--- config.mk ---
export PLATFORM = sky130hd
export DESIGN_NAME = avmm_cmd_arbiter
export DESIGN_NICKNAME = d
export VERILOG_FILES = /design/src/rtl/avmm_cmd_arbiter.sv
export SDC_FILE = /design/constraint.sdc
export NUM_CORES = 1
export LEC_CHECK = 0
export CELL_PAD_IN_SITES_DETAIL_PLACEMENT = 1
export CELL_PAD_IN_SITES_GLOBAL_PLACEMENT = 1
export CORE_MARGIN = 2
export CORE_UTILIZATION = 30
export CTS_CLUSTER_SIZE = 25
export DETAILED_ROUTE_END_ITERATION = 8
export PLACE_DENSITY_LB_ADDON = 0.1
export SLEW_MARGIN = 20
export SYNTH_ARGS = -nofsm -noshare
export SYNTH_HDL_FRONTEND = slang
export SYNTH_SLANG_ARGS = --single-unit
--- constraint.sdc ---
create_clock -name clock -period 2.01 [get_ports clock]
set_input_delay 0.201 -clock clock [delete_from_list [all_inputs] [get_ports clock]]
set_output_delay 0.201 -clock clock [all_outputs]
set_load 0.1 [all_outputs]
--- src/rtl/avmm_cmd_arbiter.sv ---
// Round-robin arbiter sharing one Avalon-MM master among NUM_REQ command sources.
// One transaction in flight; read data or a timeout error goes back to the granted source.
module avmm_cmd_arbiter #(
  parameter int NUM_REQ        = 4,
  parameter int ADDR_WIDTH     = 8,
  parameter int DATA_WIDTH     = 32,
  parameter int TIMEOUT_CYCLES = 255
) (
  input  logic                            clock,
  input  logic                            reset_n,
  input  logic [NUM_REQ-1:0]              req_valid,
  output logic [NUM_REQ-1:0]              req_ready,
  input  logic [NUM_REQ*ADDR_WIDTH-1:0]   req_address,
  input  logic [NUM_REQ*DATA_WIDTH-1:0]   req_data,
  input  logic [NUM_REQ-1:0]              req_read_writen,
  output logic [NUM_REQ-1:0]              rsp_valid,
  output logic [DATA_WIDTH-1:0]           rsp_readdata,
  output logic                            rsp_error,
  output logic [ADDR_WIDTH-1:0]           avm_address,
  output logic                            avm_read,
  output logic                            avm_write,
  output logic [DATA_WIDTH-1:0]           avm_writedata,
  input  logic                            avm_waitrequest,
  input  logic [DATA_WIDTH-1:0]           avm_readdata,
  input  logic                            avm_readdatavalid,
  output logic                            busy,
  output logic [$clog2(NUM_REQ)-1:0]      grant_id
);

  localparam int GW = $clog2(NUM_REQ);
  localparam int TW = (TIMEOUT_CYCLES > 0) ? $clog2(TIMEOUT_CYCLES + 1) : 1;
  localparam logic [TW-1:0] TMAX = TW'(TIMEOUT_CYCLES);

  typedef enum logic [1:0] {S_IDLE, S_ISSUE, S_WAIT_RD, S_RESP} state_t;

  state_t                  r_state;
  logic [GW-1:0]           r_last;
  logic [GW-1:0]           r_gid;
  logic [TW-1:0]           r_timer;
  logic                    r_is_rd;
  logic                    r_err;
  logic [DATA_WIDTH-1:0]   r_rdata;
  logic [NUM_REQ-1:0]      r_req_ready;
  logic [NUM_REQ-1:0]      r_rsp_valid;
  logic [DATA_WIDTH-1:0]   r_rsp_rdata;
  logic                    r_rsp_err;
  logic [ADDR_WIDTH-1:0]   r_avm_addr;
  logic [DATA_WIDTH-1:0]   r_avm_wdata;
  logic                    r_avm_read;
  logic                    r_avm_write;
  logic                    r_busy;

  logic [GW-1:0]           w_pick;
  logic                    w_any;
  logic [TW-1:0]           w_tnext;
  logic                    w_expire;

  // First pending requester strictly after the last completed grant, wrapping.
  function automatic logic [GW-1:0] rr_pick(input logic [NUM_REQ-1:0] v,
                                            input logic [GW-1:0] last);
    logic [GW:0] j;
    logic        found;
    rr_pick = '0;
    found   = 1'b0;
    for (int k = 1; k <= NUM_REQ; k++) begin
      j = {1'b0, last} + (GW+1)'(k);
      if (j >= (GW+1)'(NUM_REQ)) j = j - (GW+1)'(NUM_REQ);
      if (!found && v[j[GW-1:0]]) begin
        found   = 1'b1;
        rr_pick = j[GW-1:0];
      end
    end
  endfunction

  assign w_any    = |req_valid;
  assign w_pick   = rr_pick(req_valid, r_last);
  assign w_tnext  = (r_timer == '1) ? r_timer : r_timer + 1'b1;
  // Completion in the expiry cycle is checked first, so it wins over the abort.
  assign w_expire = (TIMEOUT_CYCLES != 0) && (w_tnext >= TMAX);

  always_ff @(posedge clock or negedge reset_n) begin
    if (!reset_n) begin
      r_state     <= S_IDLE;
      r_last      <= GW'(NUM_REQ - 1);
      r_gid       <= '0;
      r_timer     <= '0;
      r_is_rd     <= 1'b0;
      r_err       <= 1'b0;
      r_rdata     <= '0;
      r_req_ready <= '0;
      r_rsp_valid <= '0;
      r_rsp_rdata <= '0;
      r_rsp_err   <= 1'b0;
      r_avm_addr  <= '0;
      r_avm_wdata <= '0;
      r_avm_read  <= 1'b0;
      r_avm_write <= 1'b0;
      r_busy      <= 1'b0;
    end else begin
      r_req_ready <= '0;
      r_rsp_valid <= '0;
      case (r_state)
        S_IDLE: if (w_any) begin
          r_gid               <= w_pick;
          r_req_ready[w_pick] <= 1'b1;
          r_avm_addr          <= req_address[w_pick*ADDR_WIDTH +: ADDR_WIDTH];
          r_avm_wdata         <= req_data[w_pick*DATA_WIDTH +: DATA_WIDTH];
          r_is_rd             <= req_read_writen[w_pick];
          r_avm_read          <= req_read_writen[w_pick];
          r_avm_write         <= !req_read_writen[w_pick];
          r_timer             <= '0;
          r_err               <= 1'b0;
          r_rdata             <= '0;
          r_busy              <= 1'b1;
          r_state             <= S_ISSUE;
        end
        S_ISSUE: begin
          r_timer <= w_tnext;
          if (!avm_waitrequest) begin
            r_avm_read  <= 1'b0;
            r_avm_write <= 1'b0;
            if (!r_is_rd) begin
              r_state <= S_RESP;
            end else if (avm_readdatavalid) begin
              r_rdata <= avm_readdata;
              r_state <= S_RESP;
            end else begin
              r_state <= S_WAIT_RD;
            end
          end else if (w_expire) begin
            r_avm_read  <= 1'b0;
            r_avm_write <= 1'b0;
            r_rdata     <= '0;
            r_err       <= 1'b1;
            r_state     <= S_RESP;
          end
        end
        S_WAIT_RD: begin
          r_timer <= w_tnext;
          if (avm_readdatavalid) begin
            r_rdata <= avm_readdata;
            r_state <= S_RESP;
          end else if (w_expire) begin
            r_rdata <= '0;
            r_err   <= 1'b1;
            r_state <= S_RESP;
          end
        end
        S_RESP: begin
          r_rsp_valid[r_gid] <= 1'b1;
          r_rsp_rdata        <= r_rdata;
          r_rsp_err          <= r_err;
          r_last             <= r_gid;
          r_busy             <= 1'b0;
          r_state            <= S_IDLE;
        end
        default: r_state <= S_IDLE;
      endcase
    end
  end

  assign req_ready     = r_req_ready;
  assign rsp_valid     = r_rsp_valid;
  assign rsp_readdata  = r_rsp_rdata;
  assign rsp_error     = r_rsp_err;
  assign avm_address   = r_avm_addr;
  assign avm_read      = r_avm_read;
  assign avm_write     = r_avm_write;
  assign avm_writedata = r_avm_wdata;
  assign busy          = r_busy;
  assign grant_id      = r_gid;

endmodule

Yosys cells after proc, flatten, opt, wreduce, memory -nomap -nowiden
Cells that the tools add are included. Widths: inputs -> output; s select.

Add/sub/neg operators: 9. Magnitude comparators: 13. Eq/ne operators: 10. Shift operators: 2. Muxes and demuxes: 58. Reduce and logical (&&, ||, !) cells: 22.

Operators by type and width (count): $mux 32 (6); $shiftx 128x8->32 (1); $pmux 32 s3 (1); $shiftx 32x6->8 (1); $mux 2 (12); $mux 1 (21); $lt 2x3->1 const B (6); $mux 8 (2); $pmux 8 s2 (1); $ge 3x3->1 const B (4); $mux 4 (3); $bmux 1 s2 (5); $ne 3x3->1 const B (3); $add 8x1->8 const B (1); $eq 8x8->1 const B (1); $ge 8x8->1 const B (1); $pmux 2 s4 (1); $reduce_and 4->1 (2); $sub 2x1->2 const B (4); $add 2x2->3 const B (2); $ne 2x2->1 const B (3); $pmux 1 s2 (3); $reduce_and 2->1 (3); $reduce_bool 2->1 (3); other kinds (14) (24).

Register bits: 132. Output and inout port bits: 86.

Longest topological paths before layout
Depth in word-level cells: 21. Mapped depth: 8.

Worst setup path before layout
OpenSTA, ideal clock, no wires.

Path type: reg-to-reg. Start: register r_state[0]. End: register r_timer[0]. Setup time: 0.125 ns. Arrival time: 1.816 ns. Slack: 0.069 ns. Cell stages (with the launch flop): 8. Period minus slack after synthesis: 1.941 ns. Path through: dfrtp_1 -> inv_1 -> ha_1 -> clkbuf_1 -> nand2_1 -> a21boi_0 -> o21ai_1 -> mux2_2.

Cells in the longest elaborated chain, start to end: 4.

RTL lines: from (decl) (RTL line 36) `state_t r_state;`; from (signal assigned) (RTL line 83) `r_state <= S_IDLE;`; from (signal assigned) (RTL line 115) `r_state <= S_ISSUE;`; from (signal assigned) (RTL line 123) `r_state <= S_RESP;`; $eq 2x2->1 or $eq 2x1->1 (tied branches) (RTL line 102) `case (r_state)`; $reduce_or 2->1 (no line); $reduce_bool 2->1 (no line); $reduce_and 2->1 (no line); to (signal assigned) (RTL line 118) `r_timer <= w_tnext;`; to (signal assigned) (RTL line 139) `r_timer <= w_tnext;`; to (decl) (RTL line 39) `logic [TW-1:0] r_timer;`.

Parallel ways exist; a longest one is shown, timed or not. A chain may end at the register's enable or synchronous reset.

Worst setup path in the final report
Start: register r_last[1]. End: register r_avm_wdata[18], in the netlist avm_writedata[18].

Cells in the longest elaborated chain, start to end: 16.

RTL lines: from (decl) (RTL line 37) `logic [GW-1:0] r_last;`; from (signal assigned) (RTL line 84) `r_last <= GW'(NUM_REQ - 1);`; from (signal assigned) (RTL line 153) `r_last <= r_gid;`; $add 2x1->3 (RTL line 66) `j = {1'b0, last} + (GW+1)'(k);`; $ge 3x3->1 or $sub 2x1->2 (tied branches) (RTL line 67) `if (j >= (GW+1)'(NUM_REQ)) j = j - (GW+1)'(NUM_REQ);`; $mux 2 (RTL line 67); $bmux 1 s2 (RTL line 68) `if (!found && v[j[GW-1:0]]) begin`; $mux 1 (implied by the code) (RTL line 68); $mux 1 (RTL line 68); $logic_not 1->1 (RTL line 68); $logic_and 1x1->1 (RTL line 68); $mux 1 (RTL line 68); $logic_not 1->1 (RTL line 68); $logic_and 1x1->1 (RTL line 68); $mux 1 (RTL line 68); $logic_not 1->1 (RTL line 68); $logic_and 1x1->1 (RTL line 68); $mux 2 * (RTL line 68); $shiftx 128x8->32 * (RTL line 107) `r_avm_wdata <= req_data[w_pick*DATA_WIDTH +: DATA_WIDTH];`; to (signal assigned) (RTL line 107); to (decl) (RTL line 48) `logic [DATA_WIDTH-1:0] r_avm_wdata;`.

Every way passes the cells marked *; elsewhere a longest branch is shown, timed or not. The select of a mux whose other input is x is not followed.

==> impl_metrics.yaml <==
floorplan:
  rows: 56
  core_area_sq_mm: 0.0233
  die_w_microns: 157
  ios: 290
  dieArea_sq_mm: 0.0247
  die_h_microns: 157
  start_util_pct: 30.3
job:
  cap_violations: 0
clock_network:
  cts_buffers: 17
  clock_sink_count: 132
  cts_root_buf: "clkbuf_16"
  cts.clk_slew.worst_paths_ns: 0.07
  htreeDepth: 4
  worstSkewPairLatency_ns: 0.43
  tritoncts: "done"
  cts_max_path_buffers: 2
detailed_routing:
  vias: 6300
  wl_per_cell_microns: 19.0
  route.met2.wl_mm: 12.6
  drt-total-wl_mm: 24.8
  drtIter0Drc: 226
  drc: 0
  drt_pass1_iterations: 4
  wl_met1_mm: 10.3
  routed-wl-met3_mm: 1.55
  highest_layer: "met5"
  vias_per_cell: 4.83
  detail-route-antenna-nets: 0
hold_path:
  hold_path_class: "input port to asynchronous set/reset pin"
final_layout:
  seq_area_sq_mm: 0.00331
  area_growth_pct: 59.0
  final_cell_area_sq_mm: 0.0112
  fin_nets: 1183
  multi_input_area_sq_mm: 0.00351
  drive_gt1_share_pct: 29.5
  nFillCells: 2532
timing:
  hold_viol_final: 0
  max_slew_margin_pct: 60.0
  whs_ns: 0.323
  setup_ws_ns: 0.0726
  worst_pin_slew_ns: 0.600
  finalSetupViolations: 0
  min_period_ns: 1.94
  slew_violations: 0
  final.period_utilization_pct: 96.4
  max_freq_mhz: 516
  fin_skew_ns: 0.0147
global_routing:
  grt_pass1_wl_mm: 37.7
  grt_max_degree: 59
  grt_pass1_vias: 6774
  grt_antenna_before_repair: 2
  overflow: 0
  grt_usage_pct: 19.6
yosys:
  yosysSeqAreaShare_pct: 46.9
  synth_largest_area_cell: "dfrtp_1"
  syn_area_per_cell_sq_um: 10.9
  synth_top_area_share_pct: 46.1
  syn-cell-area_sq_mm: 0.00705
  synth_edf_count: 0
  synthCells: 646
  synth_cell_types: 52
  synth_common_cells: "130 x dfrtp_1, 91 x nand2_1, 84 x mux2i_1, 78 x mux2_2, 69 x o21ai_1"
  synth_nets: 857
  yosys_register_bits: 132
  synthArstFlopShare_pct: 100
  yosysWarnings: 0
  synth_most_common_cell: "dfrtp_1"
  synthTopCellsByArea: "dfrtp_1 46%, mux2_2 12%, mux2i_1 12%"
  synth_flop_cell: "dfrtp_1"
critical_path:
  crit_buf_inv: 3
  crit_path_max_incr_delay_ns: 0.59
  required_ns: 2.32
  cpMostUsedCell: "buf_4"
  crit_fanout: 7
  cp.arrival_ns: 2.25
  cp-start-kind: "flop"
  reg2reg_depth: 8
  r2r_start: "r_last[1]"
  r2r_slack_ns: 0.07
  worstReg2RegEnd: "avm_writedata[18]"
  cp-end-kind: "flop"
  critPathKind: "flop to flop"
  cp_top_family: "flip-flops"
  crit_chain: "nand3b_1 -> a31oi_4 -> buf_4 -> buf_12 -> buf_4 -> mux2i_2 -> mux2_2 -> o21ai_2"
  crit_slowest_cell: "dfstp_2"
placed_design:
  place_area_sq_mm: 0.0104
  portBuffers: 289
  pre_cts_ws_ns: -0.214
  dp_hpwl_mm: 18.9
  finalWeightedCongestion: 0.819
status:
  status: "finished clean"
power_and_ir_drop:
  leakage_nw: 5.04
  power_density_mw_per_mm2: 1740
  max-vdd-ir-drop_mv: 0.832
-- cell families after synthesis --
kind of cell	after synthesis	synth area share [%]
simple gates	138	8.94
buf+inv	52	4.63
mux	162	24.4
fa+ha+maj	7	1.24
compound gates	155	13.9
flops	132	46.9
-- cell usage in the layout, fill, tap and decap left out, types with 5 or more instances in the layout --
cell / Yosys / routed
inv_6: 0 / 6
clkdlybuf4s50_1: 0 / 202
clkbuf_16: 0 / 19
dfrtp_1: 130 / 129
buf_12: 6 / 13
o21ai_2: 5 / 7
o21ai_0: 9 / 9
buf_6: 0 / 6
a22oi_1: 32 / 31
buf_4: 2 / 128
nor2_1: 14 / 14
o21ai_1: 69 / 66
nand2_1: 91 / 90
inv_1: 7 / 5
mux2i_1: 84 / 82
nand2b_1: 5 / 5
mux2_2: 78 / 76
a21oi_1: 9 / 7
-- sequential cells by signal (all words and copies together) (netlist names), 2 cells and up --
name and cells:
avm_writedata 32, r_rdata 32, rsp_readdata 32, avm_address 8, r_timer 8, req_ready 4, rsp_valid 4, grant_id 2
r_last 2, r_state 2
-- what timing repair did --
item / 4_1_cts / 5_1_grt
setup buffers: 1 / 6
cloned: 1 / 2
hold buffers: 1 / 0
endpoints found under the hold margin: 55 / 0
resized for setup: 6 / 20
endpoints found under the setup margin: 33 / 60
pin swaps: 1 / 5
-- layer usage --
metal	global-route usage, %	up-vias
li1	-	2995
met1	23.3	3075
met2	35.4	203
met3	5.15	25
met4	4.55	2
met5	0	-
-- layout make-up --
class	instances	area share, %
multi-input combinational	462	31.3
clock inverter	15	1.52
antenna	1	0.0223
inverter	7	0.234
tap	319	3.56
clock buffer	17	3.79
timing repair buffer	352	30.1
sequential	132	29.5
-- report_power, final --
part | internal (W) | leakage, nW | switching [W]
registers | 0.00368 | 1.73 | 0.000679
logic | 0.00392 | 3.03 | 0.00811
clock network | 0.00186 | 0.288 | 0.00130
total | 0.00946 | 5.04 | 0.0101
-- how the worst max path moves through the flow --
stage | startpoint | to | slack, ns | cells after the start
3_3_place_gp | req_valid[1] | r_rdata[13] | -0.13 | 8
3_5_place_dp | req_valid[1] | r_rdata[15] | -0.21 | 8
6_report | r_last[1] | avm_writedata[18] | 0.07 | 8
5_1_grt | r_last[1] | avm_writedata[18] | -0.02 | 8
2_1_floorplan | r_state[0] | r_timer[0] | 0.07 | 7
4_1_cts | r_state[0] | r_rdata[15] | -0.03 | 7
-- metrics by stage --
stage               std cells  utilization (%)  setup TNS, ns  total power [W]
floorplan                 646                -              0           0.0128
global placement         1262             44.8          -5.77           0.0160
detailed placement       1262             44.8         -11.04           0.0163
CTS                      1297             47.6        -0.0257           0.0195
global route             1305             48.2         -0.131           0.0206
finish                   1305             48.2              0           0.0196
Power figures use the tool's default switching activity.
